`src/rtl/multicycle_ctrl_fsm.sv`:
```
// Multi-cycle RV32 control sequencer.
// Walks each instruction through FETCH/DECODE/EXEC/MEM/WB, handshakes with
// memory via mem_ready, and parks in a sticky TRAP state on illegal opcodes
// or when memory fails to answer within MEM_TIMEOUT cycles.
module multicycle_ctrl_fsm #(
    parameter int MEM_TIMEOUT = 255,
    parameter int TIMEOUT_W   = 8,
    parameter int ENABLE_JAL  = 0
) (
    input  logic       clk,
    input  logic       rst_n,
    input  logic [6:0] opcode,
    input  logic [2:0] funct3,
    input  logic [6:0] funct7,
    input  logic       mem_ready,
    output logic       mem_req,
    output logic       mem_write,
    output logic       ir_write,
    output logic       pc_write,
    output logic [1:0] alu_op,
    output logic       alu_src,
    output logic       mem_to_reg,
    output logic       reg_write,
    output logic       branch,
    output logic       link,
    output logic [2:0] state,
    output logic       illegal,
    output logic       timeout
);

    typedef enum logic [2:0] {
        S_IDLE   = 3'd0,
        S_FETCH  = 3'd1,
        S_DECODE = 3'd2,
        S_EXEC   = 3'd3,
        S_MEM    = 3'd4,
        S_WB     = 3'd5,
        S_TRAP   = 3'd6
    } state_t;

    localparam logic [6:0] OP_R   = 7'b0110011;
    localparam logic [6:0] OP_I   = 7'b0010011;
    localparam logic [6:0] OP_LW  = 7'b0000011;
    localparam logic [6:0] OP_SW  = 7'b0100011;
    localparam logic [6:0] OP_BR  = 7'b1100011;
    localparam logic [6:0] OP_JAL = 7'b1101111;

    localparam bit                   TIMEOUT_EN  = (MEM_TIMEOUT != 0);
    localparam logic [TIMEOUT_W-1:0] TIMEOUT_VAL = TIMEOUT_W'(MEM_TIMEOUT);
    localparam bit                   JAL_EN      = (ENABLE_JAL != 0);

    state_t               state_reg, state_next;
    logic [6:0]           op_reg, op_next;
    logic [TIMEOUT_W-1:0] wait_reg, wait_next;
    logic                 illegal_reg, illegal_next;
    logic                 timeout_reg, timeout_next;
    logic                 opcode_legal;
    logic                 wait_expired;

    // funct fields are carried alongside the IR for the datapath only
    logic unused_funct;
    assign unused_funct = ^{funct3, funct7};

    // Opcode legality check used in DECODE
    always_comb begin
        opcode_legal = 1'b0;
        case (opcode)
            OP_R, OP_I, OP_LW, OP_SW, OP_BR: opcode_legal = 1'b1;
            OP_JAL:                          opcode_legal = JAL_EN;
            default:                         opcode_legal = 1'b0;
        endcase
    end

    // Memory wait has reached its limit (only meaningful while mem_ready is low)
    assign wait_expired = TIMEOUT_EN && (wait_reg == TIMEOUT_VAL);

    // State, latched opcode, wait counter and sticky trap flags
    always_ff @(posedge clk or negedge rst_n) begin
        if (!rst_n) begin
            state_reg   <= S_IDLE;
            op_reg      <= 7'd0;
            wait_reg    <= '0;
            illegal_reg <= 1'b0;
            timeout_reg <= 1'b0;
        end else begin
            state_reg   <= state_next;
            op_reg      <= op_next;
            wait_reg    <= wait_next;
            illegal_reg <= illegal_next;
            timeout_reg <= timeout_next;
        end
    end

    // Next-state and Moore output decode (FETCH strobes also qualify on mem_ready)
    always_comb begin
        state_next   = state_reg;
        op_next      = op_reg;
        wait_next    = wait_reg;
        illegal_next = illegal_reg;
        timeout_next = timeout_reg;
        mem_req      = 1'b0;
        mem_write    = 1'b0;
        ir_write     = 1'b0;
        pc_write     = 1'b0;
        alu_op       = 2'b00;
        alu_src      = 1'b0;
        mem_to_reg   = 1'b0;
        reg_write    = 1'b0;
        branch       = 1'b0;
        link         = 1'b0;

        case (state_reg)
            S_IDLE: begin
                state_next = S_FETCH;
            end
            S_FETCH: begin
                mem_req = 1'b1;
                if (mem_ready) begin
                    ir_write   = 1'b1;
                    pc_write   = 1'b1;
                    state_next = S_DECODE;
                end else if (wait_expired) begin
                    timeout_next = 1'b1;
                    state_next   = S_TRAP;
                end else begin
                    wait_next = wait_reg + TIMEOUT_W'(1);
                end
            end
            S_DECODE: begin
                op_next = opcode;
                if (opcode_legal) begin
                    state_next = S_EXEC;
                end else begin
                    illegal_next = 1'b1;
                    state_next   = S_TRAP;
                end
            end
            S_EXEC: begin
                case (op_reg)
                    OP_R: begin
                        alu_op     = 2'b10;
                        state_next = S_WB;
                    end
                    OP_I: begin
                        alu_op     = 2'b10;
                        alu_src    = 1'b1;
                        state_next = S_WB;
                    end
                    OP_LW, OP_SW: begin
                        alu_src    = 1'b1;
                        state_next = S_MEM;
                    end
                    OP_BR: begin
                        alu_op     = 2'b01;
                        branch     = 1'b1;
                        state_next = S_FETCH;
                    end
                    OP_JAL: begin
                        pc_write   = 1'b1;
                        state_next = S_WB;
                    end
                    default: begin
                        state_next = S_FETCH;
                    end
                endcase
            end
            S_MEM: begin
                mem_req   = 1'b1;
                mem_write = (op_reg == OP_SW);
                alu_src   = 1'b1;
                if (mem_ready) begin
                    state_next = (op_reg == OP_LW) ? S_WB : S_FETCH;
                end else if (wait_expired) begin
                    timeout_next = 1'b1;
                    state_next   = S_TRAP;
                end else begin
                    wait_next = wait_reg + TIMEOUT_W'(1);
                end
            end
            S_WB: begin
                reg_write  = 1'b1;
                mem_to_reg = (op_reg == OP_LW);
                link       = (op_reg == OP_JAL);
                state_next = S_FETCH;
            end
            S_TRAP: begin
                state_next = S_TRAP;
            end
            default: begin
                state_next = S_IDLE;
            end
        endcase

        // Every fresh memory phase starts counting from zero
        if ((state_next == S_FETCH || state_next == S_MEM) && (state_next != state_reg)) begin
            wait_next = '0;
        end
    end

    assign state   = state_reg;
    assign illegal = illegal_reg;
    assign timeout = timeout_reg;

endmodule
```
`config.mk`:
```
export PLATFORM = sky130hd
export DESIGN_NAME = multicycle_ctrl_fsm
export DESIGN_NICKNAME = d
export VERILOG_FILES = /design/src/rtl/multicycle_ctrl_fsm.sv
export SDC_FILE = /design/constraint.sdc
export NUM_CORES = 1
export LEC_CHECK = 0
export ABC_CLOCK_PERIOD_IN_PS = 2100
export CAP_MARGIN = 20
export CORE_MARGIN = 2
export CORE_UTILIZATION = 25
export DETAILED_ROUTE_END_ITERATION = 7
export PLACE_DENSITY_LB_ADDON = 0.3
export SETUP_SLACK_MARGIN = 0.1
export SLEW_MARGIN = 5
export SYNTH_ARGS = -nofsm -noshare
export SYNTH_HDL_FRONTEND = slang
export SYNTH_SLANG_ARGS = --single-unit
export TNS_END_PERCENT = 10
```
`constraint.sdc`:
```
create_clock -name clk -period 2.1 [get_ports clk]
set_input_delay 0.42 -clock clk [delete_from_list [all_inputs] [get_ports clk]]
set_output_delay 0.42 -clock clk [all_outputs]
set_load 0.01 [all_outputs]
```
# [Word-level counts from Yosys, hierarchy flattened]
# Index checks and enable logic that the tools add are counted.
[op_classes] bitwise_logic=2 n_addsub=1 mux=27 eq_ne=23 n_reduce_logical=14
[ops] op="two-way mux 8 bit" count=4
[ops] op="== test 7 x 6 -> 1 bit, second input constant" count=4
[ops] op="== test 7 bit, second input constant" count=3
[ops] op="case mux 3 bit (6 select lines)" count=1
[ops] op="two-way mux 3 bit" count=5
[ops] op="== test 7 x 2 -> 1 bit, second input constant" count=2
[ops] op="== test 7 x 5 -> 1 bit, second input constant" count=2
[ops] op="== test 3 bit, second input constant" count=4
[ops] op="two-way mux 1 bit" count=12
[ops] op="adder 8 x 1 -> 8 bit, second input constant" count=1
[ops] op="== test 8 bit, second input constant" count=1
[ops] op="OR reduction 2 bit" count=4
[ops] op="== test 3 x 1 -> 1 bit, second input constant" count=2
[ops] op="== test 3 x 2 -> 1 bit, second input constant" count=2
[ops] op="case mux 3 bit (2 select lines)" count=1
[ops] op="AND reduction 3 bit" count=2
[ops] op="OR reduction 3 bit" count=2
[ops] op="OR reduction 5 bit" count=1
[ops] op="!= test 2 x 1 -> 1 bit, second input constant" count=2
[ops] op="case mux 1 bit (2 select lines)" count=2
[ops] op="case mux 2 bit (2 select lines)" count=1
[ops] op="logical NOT 3 bit" count=1
[ops] op="!= test 3 bit" count=1
[ops] op="two-way mux 2 bit" count=1
[ops] op="other kinds (5)" count=6
[totals] out_inout_bits=16 reg_bits=20 word_cells=72

# [Longest topological paths before layout]
# Gate-level depths: netlist (run 1).
[logic_depth] word_depth=10 depth_mapped=7

# [Worst setup path before layout (run 1)]
# Ideal clock, no wire load.
[synth_path] kind="register -> register" from="register state_reg[2] (netlist: state[2])" to="register wait_reg[0]" path_slack_ps=340 synth_period_minus_slack_ps=1760 path_stages_with_launch=7 arrival_time_ps=1616 cell_sequence="dfrtp_1 > buf_6 > nand2b_4 > nor3b_4 > a32oi_2 > a2111oi_4 > nor3_1"
[synth_via] elab_chain_len=8 word_cells_on_any_way=23 cone_classes="11 x eq/ne; 5 x mux; 7 x reduce/logical"
[synth_rtl] element="start, declared" line="52" source="state_t state_reg, state_next;"
[synth_rtl] element="start signal, assigned" line="86" source="state_reg <= state_next;"
[synth_rtl] element="== test 3 bit, or another cell as far along" line="112" source="case (state_reg)"
[synth_rtl] element="OR reduction 2 bit (no source line), or another cell as far along"
[synth_rtl] element="case mux 3 bit (6 select lines)" line="112"
[synth_rtl] element="== test 3 x 1 -> 1 bit or == test 3 bit (tied branches)" line="195" source="if ((state_next == S_FETCH || state_next == S_MEM) && (state_next != state_reg)) begin"
[synth_rtl] element="logical OR 1 bit" line="195"
[synth_rtl] element="logical AND 1 bit" line="195"
[synth_rtl] element="!= test 2 x 1 -> 1 bit (no source line) or nonzero test 2 bit (tied branches)"
[synth_rtl] element="AND reduction 3 bit (no source line)"
[synth_rtl] element="end signal, assigned" line="88" source="wait_reg <= wait_next;"
[synth_rtl] element="end, declared" line="54" source="logic [TIMEOUT_W-1:0] wait_reg, wait_next;"
# Parallel ways exist; a longest one is shown, timed or not.
# A chain may end at the register's enable or synchronous reset.

# [Final worst setup path (run 1)]
[layout_path] from="register op_reg[1]" to="output port mem_write"
[layout_via] elab_chain_len=2
[layout_rtl] element="start, declared" line="53" source="logic [6:0] op_reg, op_next;"
[layout_rtl] element="start signal, assigned" line="87" source="op_reg <= op_next;"
[layout_rtl] element="== test 7 x 6 -> 1 bit" line="169" source="mem_write = (op_reg == OP_SW);"
[layout_rtl] element="two-way mux 1 bit" line="112"
[layout_rtl] element="end, declared" line="17" source="output logic mem_write,"
# Every way passes these cells.

==> out/qor.txt, run 1 <==
min-delay src -> timeout
worst slew pin tran -> 0.340 ns
fin cells -> 244
post-synth net total -> 152
post-synthesis mux area share -> 8.22%
Routed Antenna Nets -> 0
clk_lat worst skew -> 0.26 ns
die height -> 76.8 µm
Syn Inst Count -> 131
Hold Path End -> timeout
clock skew -> 0.00251 ns
Root Buffer -> clkbuf_8
final worst setup slack -> 0.129 ns
Final Hold Viols -> 0
antenna cell count -> 0
number of synthesized register bits -> 20
H-Tree Depth -> 1
postcts setup bufs -> 0
global-route usage over all layers -> 11.3%
final core occ -> 35.7%
Final Critical Period -> 1.97 ns
routability cong. -> 0.819
DR vias/cell -> 4.60
CTS tree -> yes
Slew Limit Fails -> 0
io pins -> 36
Total Wirelength -> 3090 µm
number of flip-flops in the largest register -> 8
reg-to-reg slack, setup -> 0.20 ns
post-synthesis compound-gate area fraction -> 15.9%
Inserted Clock Buffers -> 3
Detailed Place HPWL -> 2400 µm
Min-Delay Path Class -> reg2reg
Layout Nets -> 196
CTS Sinks -> 20
final period utilization -> 93.9%
hold buffers post-CTS -> 0
initial core utilization -> 25.9%
sequential area share after synthesis -> 37.8%
DR WL/cell -> 12.6 µm
Worst setup SP type -> register
clk slew on worst S/H paths -> 0.08 ns
Synth Area in Adders -> 0.945%
vias in the first global route -> 1098
Pre-Repair DR Iteration Count -> 4
PwrDens -> 1140 nW/µm²
Final Setup Violations -> 0
worst path arrival time -> 1.55 ns
I/O Buffers -> 25
RSZ-0062 raised after global routing -> yes
hold depth -> 1
top post-synthesis cells by count -> dfrtp_1, nand2_1, nor2_1
Die X -> 76.8 µm
DIE AREA -> 5890 µm²
total gr overflow -> 0
post-synth top area cell -> dfrtp_1
WS Path Type -> reg2out
placed cells -> 240
antenna violations before repair -> 0
Max Root-Sink Buffers -> 2
Async SR Flop Fraction -> 100%
Fin Setup TNS -> 0 ns
FF-to-FF Start -> wait_reg[0]
Post-synth EDFFs -> 0
first-pass GRT wire length -> 5360 µm
Mapped Area -> 1320 µm²
Core Footprint -> 5110 µm²
outcome -> complete, no violations
worst path required time -> 1.68 ns
Main synth FF type -> dfrtp_1
Synth Area in XOR/XNOR -> 3.31%
Iter 0 DRT Violations -> 53
Leak Pwr -> 0.839 nW
synth-to-layout area growth -> 37.6%
Worst Setup End Kind -> primary output
most common cell in the synthesized netlist -> dfrtp_1
Ys Warns -> 0
worst hold slack -> 0.455 ns
Max-slew headroom -> 77.1%
worst-path fanout max -> 5
Yosys top cell area share -> 37.8%
Max IR drop VDD -> 0.381 mV
Synth Area per Inst -> 10.1 µm²
simple-gate share of the synthesized area -> 28.4%
largest family of logic cells by synthesized area -> simple AND/OR/NAND/NOR gates
vias post-DR -> 1123
row count -> 26
setup slack at placement -> -0.160 ns
Post-route DRC -> 0
reg2reg path depth -> 7
Netlist cell types -> 41
max-cap violations -> 0
share of cells above drive strength 1 -> 27.6%
largest net degree at the start of global routing -> 21
maximum clock frequency -> 0.507 GHz
Crit Reg-Reg Endpoint -> wait_reg[6]
Synth area leaders -> dfrtp_1, mux2_2, nand2_1, a2111oi_4, nor3_1
-- power by group --
part / total (mW) / internal, mW / switching (mW) / leakage [nW]
logic: 1.10 / 0.554 / 0.547 / 0.549
clock network: 0.388 / 0.254 / 0.133 / 0.0357
registers: 0.595 / 0.498 / 0.0969 / 0.254
-- placed cells by master, fill, tap and decap left out, types with 4 or more instances in the layout --
cell type,count
dfrtp_1,20
nor2_1,9
buf_4,19
mux2_2,7
a21oi_1,4
inv_1,5
and3_1,4
nand2_1,15
clkdlybuf4s50_1,14
o21ai_0,6
nor3_1,9
xor2_1,4
dlygate4sd2_1,7
-- repair_timing --
item,in CTS,in global routing
hold endpoints to repair,0,0
endpoints found under the setup margin,11,15
gates resized for setup,20,4
pin swaps,1,0
-- kinds of logic (layout without fill, tap and decap cells) --
| logic type | after synthesis | after routing |
|---|---|---|
| flops | 20 | 20 |
| buf+inv | 10 | 53 |
| mux | 10 | 10 |
| compound gates | 23 | 23 |
| fa+ha+maj | 1 | 1 |
| simple gates | 62 | 62 |
| xor+xnor | 5 | 5 |
-- critical path, stage by stage, from the launching register on --
cell and delay [ns]:
dfrtp_1 0.39, and2_4 0.17, buf_4 0.13, and3_4 0.16, and3_1 0.17, dlygate4sd2_1 0.28
-- layout make-up --
cell class / instances / area [µm²]
fillers: 519 / 3290
multi-input cells: 101 / 769
flip-flops and latches: 20 / 500
repair buffers: 44 / 374
well taps: 70 / 87.6
clock buffers: 3 / 41.3
clock inverters: 1 / 30.0
inverters: 5 / 18.8
-- stage by stage --
step                      cell area [µm²]  total power [mW]
after detailed placement             1750              1.72
after global routing                 1820              2.26
after CTS                            1810              2.10
after global placement               1750              1.70
after floorplan                      1320              1.28
final                                1820              2.08
-- layer usage --
layer | vias to the layer above | GRT usage (%) | part of all wire [%]
li1 | 554 | - | -
met1 | 551 | 15.5 | 47
met2 | 16 | 18.2 | 50
met3 | 2 | 1.06 | 1.7
met4 | 0 | 4.36 | 1.2
met5 | - | 0 | 0
-- worst max path at each step --
stage	endpoint	depth (start not counted)	startpoint	slack, ns
2_1_floorplan	wait_reg[0]	6	state[2]	0.34
3_3_place_gp	wait_reg[2]	7	opcode[5]	-0.13
3_5_place_dp	wait_reg[6]	7	opcode[5]	-0.16
4_1_cts	mem_write	5	op_reg[4]	0.09
5_1_grt	alu_src	6	state[2]	0.02
6_report	mem_write	5	op_reg[1]	0.13
Power figures use the tool's default switching activity.
==> run 2, diff against run 1 <==
--- a/config.mk
+++ b/config.mk
@@ -5,7 +5,7 @@
 export SDC_FILE = /design/constraint.sdc
 export NUM_CORES = 1
 export LEC_CHECK = 0
-export ABC_CLOCK_PERIOD_IN_PS = 2100
+export ABC_CLOCK_PERIOD_IN_PS = 1600
 export CAP_MARGIN = 20
 export CORE_MARGIN = 2
 export CORE_UTILIZATION = 25
==> constraint.sdc (replaced) <==
create_clock -name clk -period 1.6 [get_ports clk]
set_input_delay 0.32 -clock clk [delete_from_list [all_inputs] [get_ports clk]]
set_output_delay 0.32 -clock clk [all_outputs]
set_load 0.01 [all_outputs]
==> run 2 against run 1 <==
Routed wire length is 6.1% higher. The flow now finishes with violations (negative setup slack). Critical path depth is 1 higher. Core utilization is 5.1 points higher. Global-route usage is 0.12 points higher. Sequential share of layout area is 3.4 points lower. Register-to-register slack worse by 0.46 ns. Clock power is 34% higher. Critical endpoint is now alu_src. Largest power group unchanged.
==> out/qor.txt, run 2 (same netlist as run 1, synthesis figures left out) <==
outcome -> finished with violations (was complete, no violations)
failing checks -> negative setup slack
hold buffers post-CTS -> 0 (unchanged)
Max IR drop VDD -> 0.627 mV (was 0.381 mV)
met3 WL -> 136 µm (was 53 µm)
Die X -> 76.8 µm (unchanged)
Inserted Clock Buffers -> 3 (unchanged)
PwrDens -> 1520 nW/µm² (was 1140 nW/µm²)
reg-to-reg slack, setup -> -0.26 ns (was 0.20 ns)
DR WL/cell -> 12.0 µm (was 12.6 µm)
Routed Antenna Nets -> 0 (unchanged)
largest net degree at the start of global routing -> 21 (unchanged)
Max-slew headroom -> 75.1% (was 77.1%)
Layout Nets -> 225 (was 196)
CP cell instances -> nand2b_4 > nor3b_4 > nand2_1 > a211o_1 > o21ai_1 > buf_2 (was and2_4 > buf_4 > and3_4 > and3_1 > dlygate4sd2_1)
clk slew on worst S/H paths -> 0.08 ns (about the same)
Int Pwr -> 2.02 mW (was 1.31 mW)
global-route usage over all layers -> 11.4% (was 11.3%)
Worst Path Buf+Inv -> 1 (was 2)
I/O Buffers -> 25 (unchanged)
antenna violations before repair -> 0 (unchanged)
vias in the first global route -> 1224 (was 1098)
Clock power frac -> 16.3% (was 18.6%)
worst path required time -> 1.28 ns (was 1.68 ns)
Detailed Place HPWL -> 2560 µm (was 2400 µm)
antenna cell count -> 0 (unchanged)
row count -> 26 (unchanged)
synth-to-layout area growth -> 57.4% (was 37.6%)
H-Tree Depth -> 1 (unchanged)
FF-to-FF Start -> state[2] (was wait_reg[0])
crit-path max cell delay -> 0.39 ns (about the same)
uppermost layer routed -> met4 (unchanged)
CTS Sinks -> 20 (unchanged)
Min-Delay Path Class -> in2async (was reg2reg)
Fin Setup TNS -> -3.38 ns (was 0 ns)
setup slack at placement -> -0.511 ns (was -0.160 ns)
switching portion of total power -> 36.4% (was 37.3%)
Max Root-Sink Buffers -> 2 (unchanged)
vias post-DR -> 1240 (was 1123)
DR vias/cell -> 4.54 (was 4.60)
routability cong. -> 0.759 (was 0.819)
Core Footprint -> 5110 µm² (unchanged)
DIE AREA -> 5890 µm² (unchanged)
Final Setup Violations -> 19 (was 0)
max-cap violations -> 0 (unchanged)
net switching power figure -> 1.16 mW (was 0.777 mW)
commonest cells after routing, fill and taps aside -> buf_4, dfrtp_1, nand2_1 (was dfrtp_1, buf_4, nand2_1)
final period utilization -> 117%
clock skew -> 0.00319 ns (was 0.00251 ns)
met2 wire length -> 1640 µm (was 1560 µm)
Post-route DRC -> 0 (unchanged)
worst-path fanout max -> 2 (was 5)
Slew Limit Fails -> 0 (unchanged)
Root Buffer -> clkbuf_8 (unchanged)
sequential power share -> 23.7% (was 28.5%)
RSZ-0062 raised after global routing -> yes (unchanged)
Final Critical Period -> 1.87 ns
Leak Pwr -> 1.00 nW (was 0.839 nW)
WS Path Type -> reg2out (unchanged)
share of cells above drive strength 1 -> 46.8% (was 27.6%)
worst slew pin tran -> 0.370 ns (was 0.340 ns)
io pins -> 36 (unchanged)
number of flip-flops in the largest register -> 8 (unchanged)
met1 wire length -> 1480 µm (was 1440 µm)
worst path arrival time -> 1.55 ns (about the same)
most common cell after layout, fill and taps aside -> buf_4 (was dfrtp_1)
clk_lat worst skew -> 0.26 ns (about the same)
maximum clock frequency -> 0.536 GHz
crit-path leading delay family -> simple AND/OR/NAND/NOR gates (unchanged)
Pre-Repair DR Iteration Count -> 4 (unchanged)
Worst setup SP type -> register (unchanged)
die height -> 76.8 µm (unchanged)
CTS tree -> yes (unchanged)
slowest stage cell, crit path -> dfrtp_1 (unchanged)
Worst Setup End Kind -> primary output (unchanged)
initial core utilization -> 25.9% (unchanged)
Crit Reg-Reg Endpoint -> wait_reg[7] (was wait_reg[6])
first-pass GRT wire length -> 5510 µm (was 5360 µm)
Comb power frac -> 60.0% (was 52.9%)
Iter 0 DRT Violations -> 24 (was 53)
Final Hold Viols -> 0 (unchanged)
filler instances -> 521 (was 519)
total gr overflow -> 0 (unchanged)
final worst setup slack -> -0.266 ns (was 0.129 ns)
reg2reg path depth -> 8 (was 7)
Total Wirelength -> 3280 µm (was 3090 µm)
run 2: power by group through the flow:
stage	clock network, mW	registers, mW	logic [mW]
after floorplan	0	0.784	0.932
final	0.518	0.750	1.90
after global placement	0	0.750	1.75
after CTS	0.539	0.751	1.84
after global routing	0.559	0.773	2.08
after detailed placement	0	0.755	1.78
run 2: metrics by stage:
stage | area (µm²) | utilization (%) | power (mW) | cells | hold WS, ns
final | 2080 | 40.8 | 3.17 | 273 | 0.395
after global routing | 2080 | 40.8 | 3.42 | 273 | 0.419
after CTS | 2030 | 39.8 | 3.13 | 271 | 0.396
after detailed placement | 1940 | 38.0 | 2.53 | 264 | 0.451
after global placement | 1940 | 38.0 | 2.50 | 264 | 0.451
after floorplan | 1330 | - | 1.72 | 131 | 0.0244
run 2: worst max-delay path by stage:
stage              start     endpoint  slack, ns  cells past startpoint
2_1_floorplan   state[0]  wait_reg[0]      -0.12                      6
3_3_place_gp   opcode[5]  wait_reg[6]      -0.49                      7
3_5_place_dp   opcode[5]  wait_reg[7]      -0.51                      7
4_1_cts         state[2]      alu_src      -0.29                      6
5_1_grt        op_reg[1]      alu_src      -0.35                      6
6_report        state[2]      alu_src      -0.27                      6
run 2: timing repair:
action                     in CTS  in global routing
pin swaps                       6                  3
gates resized for setup        54                 13
buffers inserted                3                  2
setup endpoints to repair      33                 31
run 2: routing by layer:
metal	vias up	GRT usage, %
met5	-	0
met2	21	19.7
met1	600	13.8
met4	0	2.91
met3	4	3.29
li1	615	-
run 2: final cells by class:
type	count	area (µm²)	area share [%]
multi-input cells	101	822	39.5
repair buffers	73	583	28.0
flip-flops and latches	20	500	24.0
well taps	70	87.6	4.20
clock buffers	3	41.3	1.98
clock inverters	1	30.0	1.44
inverters	5	18.8	0.901
run 2: worst register-to-register path: stages, from the launching register on:
cell	delay (ns)
dfrtp_1	0.39
buf_4	0.19
xnor2_2	0.17
nor3_4	0.25
buf_4	0.15
buf_4	0.14
nand4b_1	0.13
xor2_1	0.16
nor3_1	0.19
==> run 3, diff against run 2 <==
--- a/config.mk
+++ b/config.mk
@@ -10,6 +10,7 @@
 export CORE_MARGIN = 2
 export CORE_UTILIZATION = 25
 export DETAILED_ROUTE_END_ITERATION = 7
+export MAX_ROUTING_LAYER = met4
 export PLACE_DENSITY_LB_ADDON = 0.3
 export SETUP_SLACK_MARGIN = 0.1
 export SLEW_MARGIN = 5
==> run 3 against run 2 <==
The run still ends with negative setup slack left. Hold slack is essentially flat. Critical path depth is the same. Clock power about the same. Cell count did not move. First-iteration DRC count increased by 4.2%. Worst setup slack hardly changed. Cell area unchanged. Via count is essentially flat. Sequential share of layout area unchanged. Sequential power is essentially flat. Critical path type unchanged. Critical endpoint unchanged. Largest power group unchanged.
==> out/qor.txt, run 3 (same netlist as run 1, synthesis figures left out) <==
outcome -> finished with violations (unchanged)
failing checks -> negative setup slack (unchanged)
Iter 0 DRT Violations -> 25 (was 24)
hold buffers post-CTS -> 0 (unchanged)
CTS Sinks -> 20 (unchanged)
number of flip-flops in the largest register -> 8 (unchanged)
antenna cell count -> 0 (unchanged)
Int Pwr -> 2.02 mW (about the same)
Routed Antenna Nets -> 0 (unchanged)
Leak Pwr -> 1.00 nW (unchanged)
initial core utilization -> 25.9% (unchanged)
die height -> 76.8 µm (unchanged)
I/O Buffers -> 25 (unchanged)
Critical path origin -> state[2] (unchanged)
met3 WL -> 129 µm (was 136 µm)
switching portion of total power -> 36.5% (was 36.4%)
Slew Limit Fails -> 0 (unchanged)
Max IR drop VDD -> 0.627 mV (about the same)
Core Footprint -> 5110 µm² (unchanged)
synth-to-layout area growth -> 57.4% (unchanged)
vias in the first global route -> 1225 (was 1224)
Die X -> 76.8 µm (unchanged)
max-cap violations -> 0 (unchanged)
DR vias/cell -> 4.54 (about the same)
Worst setup SP type -> register (unchanged)
worst slew pin tran -> 0.374 ns (was 0.370 ns)
routability cong. -> 0.769 (was 0.759)
H-Tree Depth -> 1 (unchanged)
clk slew on worst S/H paths -> 0.08 ns (about the same)
Fin Setup TNS -> -3.38 ns (about the same)
final worst setup slack -> -0.266 ns (about the same)
vias post-DR -> 1239 (was 1240)
DR WL/cell -> 12.0 µm (about the same)
worst-path fanout max -> 2 (unchanged)
net switching power figure -> 1.16 mW (about the same)
row count -> 26 (unchanged)
Max Root-Sink Buffers -> 2 (unchanged)
met2 wire length -> 1630 µm (was 1640 µm)
Clock power frac -> 16.3% (about the same)
PwrDens -> 1520 nW/µm² (about the same)
Comb power frac -> 60.0% (about the same)
Final Hold Viols -> 0 (unchanged)
worst path arrival time -> 1.55 ns (about the same)
largest net degree at the start of global routing -> 21 (unchanged)
Worst Setup End Kind -> primary output (unchanged)
clock skew -> 0.00362 ns (was 0.00319 ns)
CTS tree -> yes (unchanged)
first-pass GRT wire length -> 5510 µm (unchanged)
Final Setup Violations -> 19 (unchanged)
antenna violations before repair -> 0 (unchanged)
most common cell after layout, fill and taps aside -> buf_4 (unchanged)
FF-to-FF Start -> state[2] (unchanged)
WS Path Type -> reg2out (unchanged)
Min-Delay Path Class -> in2async (unchanged)
io pins -> 36 (unchanged)
Pre-Repair DR Iteration Count -> 4 (unchanged)
sequential power share -> 23.7% (about the same)
Post-route DRC -> 0 (unchanged)
worst path required time -> 1.28 ns (about the same)
RSZ-0062 raised after global routing -> yes (unchanged)
CP cell instances -> nand2b_4 > nor3b_4 > nand2_1 > a211o_1 > o21ai_1 > buf_2 (unchanged)
Root Buffer -> clkbuf_8 (unchanged)
met1 wire length -> 1490 µm (was 1480 µm)
Max-slew headroom -> 74.8% (was 75.1%)
DIE AREA -> 5890 µm² (unchanged)
commonest cells after routing, fill and taps aside -> buf_4, dfrtp_1, nand2_1 (unchanged)
Final Critical Period -> 1.87 ns (about the same)
total gr overflow -> 0 (unchanged)
maximum clock frequency -> 0.536 GHz (about the same)
slowest stage cell, crit path -> dfrtp_1 (unchanged)
Tot Pwr -> 3.17 mW (about the same)
global-route usage over all layers -> 11.7% (was 11.4%)
Inserted Clock Buffers -> 3 (unchanged)
Detailed Place HPWL -> 2560 µm (unchanged)
clk_lat worst skew -> 0.26 ns (about the same)
Layout Nets -> 225 (unchanged)
Total Wirelength -> 3270 µm (was 3280 µm)
filler instances -> 521 (unchanged)
final period utilization -> 117% (about the same)
uppermost layer routed -> met4 (unchanged)
share of cells above drive strength 1 -> 46.8% (unchanged)
crit-path max cell delay -> 0.39 ns (about the same)
## run 3: metrics by stage
stage               cell area [µm²]  hold slack [ns]  util (%)  worst slack, ns  instances
floorplan                      1330           0.0244         -           -0.117        131
global placement               1940            0.451      38.0           -0.494        264
detailed placement             1940            0.451      38.0           -0.511        264
CTS                            2030            0.396      39.8           -0.289        271
global route                   2080            0.419      40.8           -0.354        273
finish                         2080            0.394      40.8           -0.266        273
## run 3: power groups by stage
stage | Clock (mW) | Combinational (mW) | Sequential (mW)
final | 0.518 | 1.90 | 0.750
after global placement | 0 | 1.75 | 0.750
after floorplan | 0 | 0.932 | 0.784
after CTS | 0.539 | 1.84 | 0.751
after global routing | 0.559 | 2.08 | 0.773
after detailed placement | 0 | 1.78 | 0.755
## run 3: repair_timing
item | CTS | global route
setup buffers | 3 | 2
pin swaps | 6 | 3
setup endpoints to repair | 33 | 31
resized for setup | 54 | 13
## run 3: final timing paths
check | slack (ns) | depth (start not counted) | end
worst max-delay path | -0.27 | 6 | alu_src
worst min-delay path | 0.39 | 2 | wait_reg[6]
worst max register to register | -0.26 | 8 | wait_reg[7]
worst min register to register | 0.46 | 1 | timeout
max in group asynchronous | 0.99 | 2 | op_reg[6]
min in group clk | 0.41 | 2 | op_reg[5]
## run 3: area by class of cell
| type | count | area (µm²) | share of cell area (%) |
|---|---|---|---|
| multi-input combinational | 101 | 822 | 39.5 |
| sequential | 20 | 500 | 24.0 |
| inverter | 5 | 18.8 | 0.901 |
| clock inverter | 1 | 30.0 | 1.44 |
| timing repair buffer | 73 | 583 | 28.0 |
| clock buffer | 3 | 41.3 | 1.98 |
| tap | 70 | 87.6 | 4.20 |
## run 3: per-layer routing
| layer | vias to the layer above | GRT usage, % |
|---|---|---|
| met2 | 21 | 19.7 |
| li1 | 615 | - |
| met5 | - | - |
| met3 | 4 | 3.18 |
| met1 | 599 | 13.8 |
| met4 | 0 | 2.91 |
## run 3: worst max-delay path: cells and delay by family (launching register included)
kind / cells / cell delay [ns]
compound gates: 2 / 0.31
buf+inv: 1 / 0.14
flops: 1 / 0.39
simple gates: 3 / 0.45
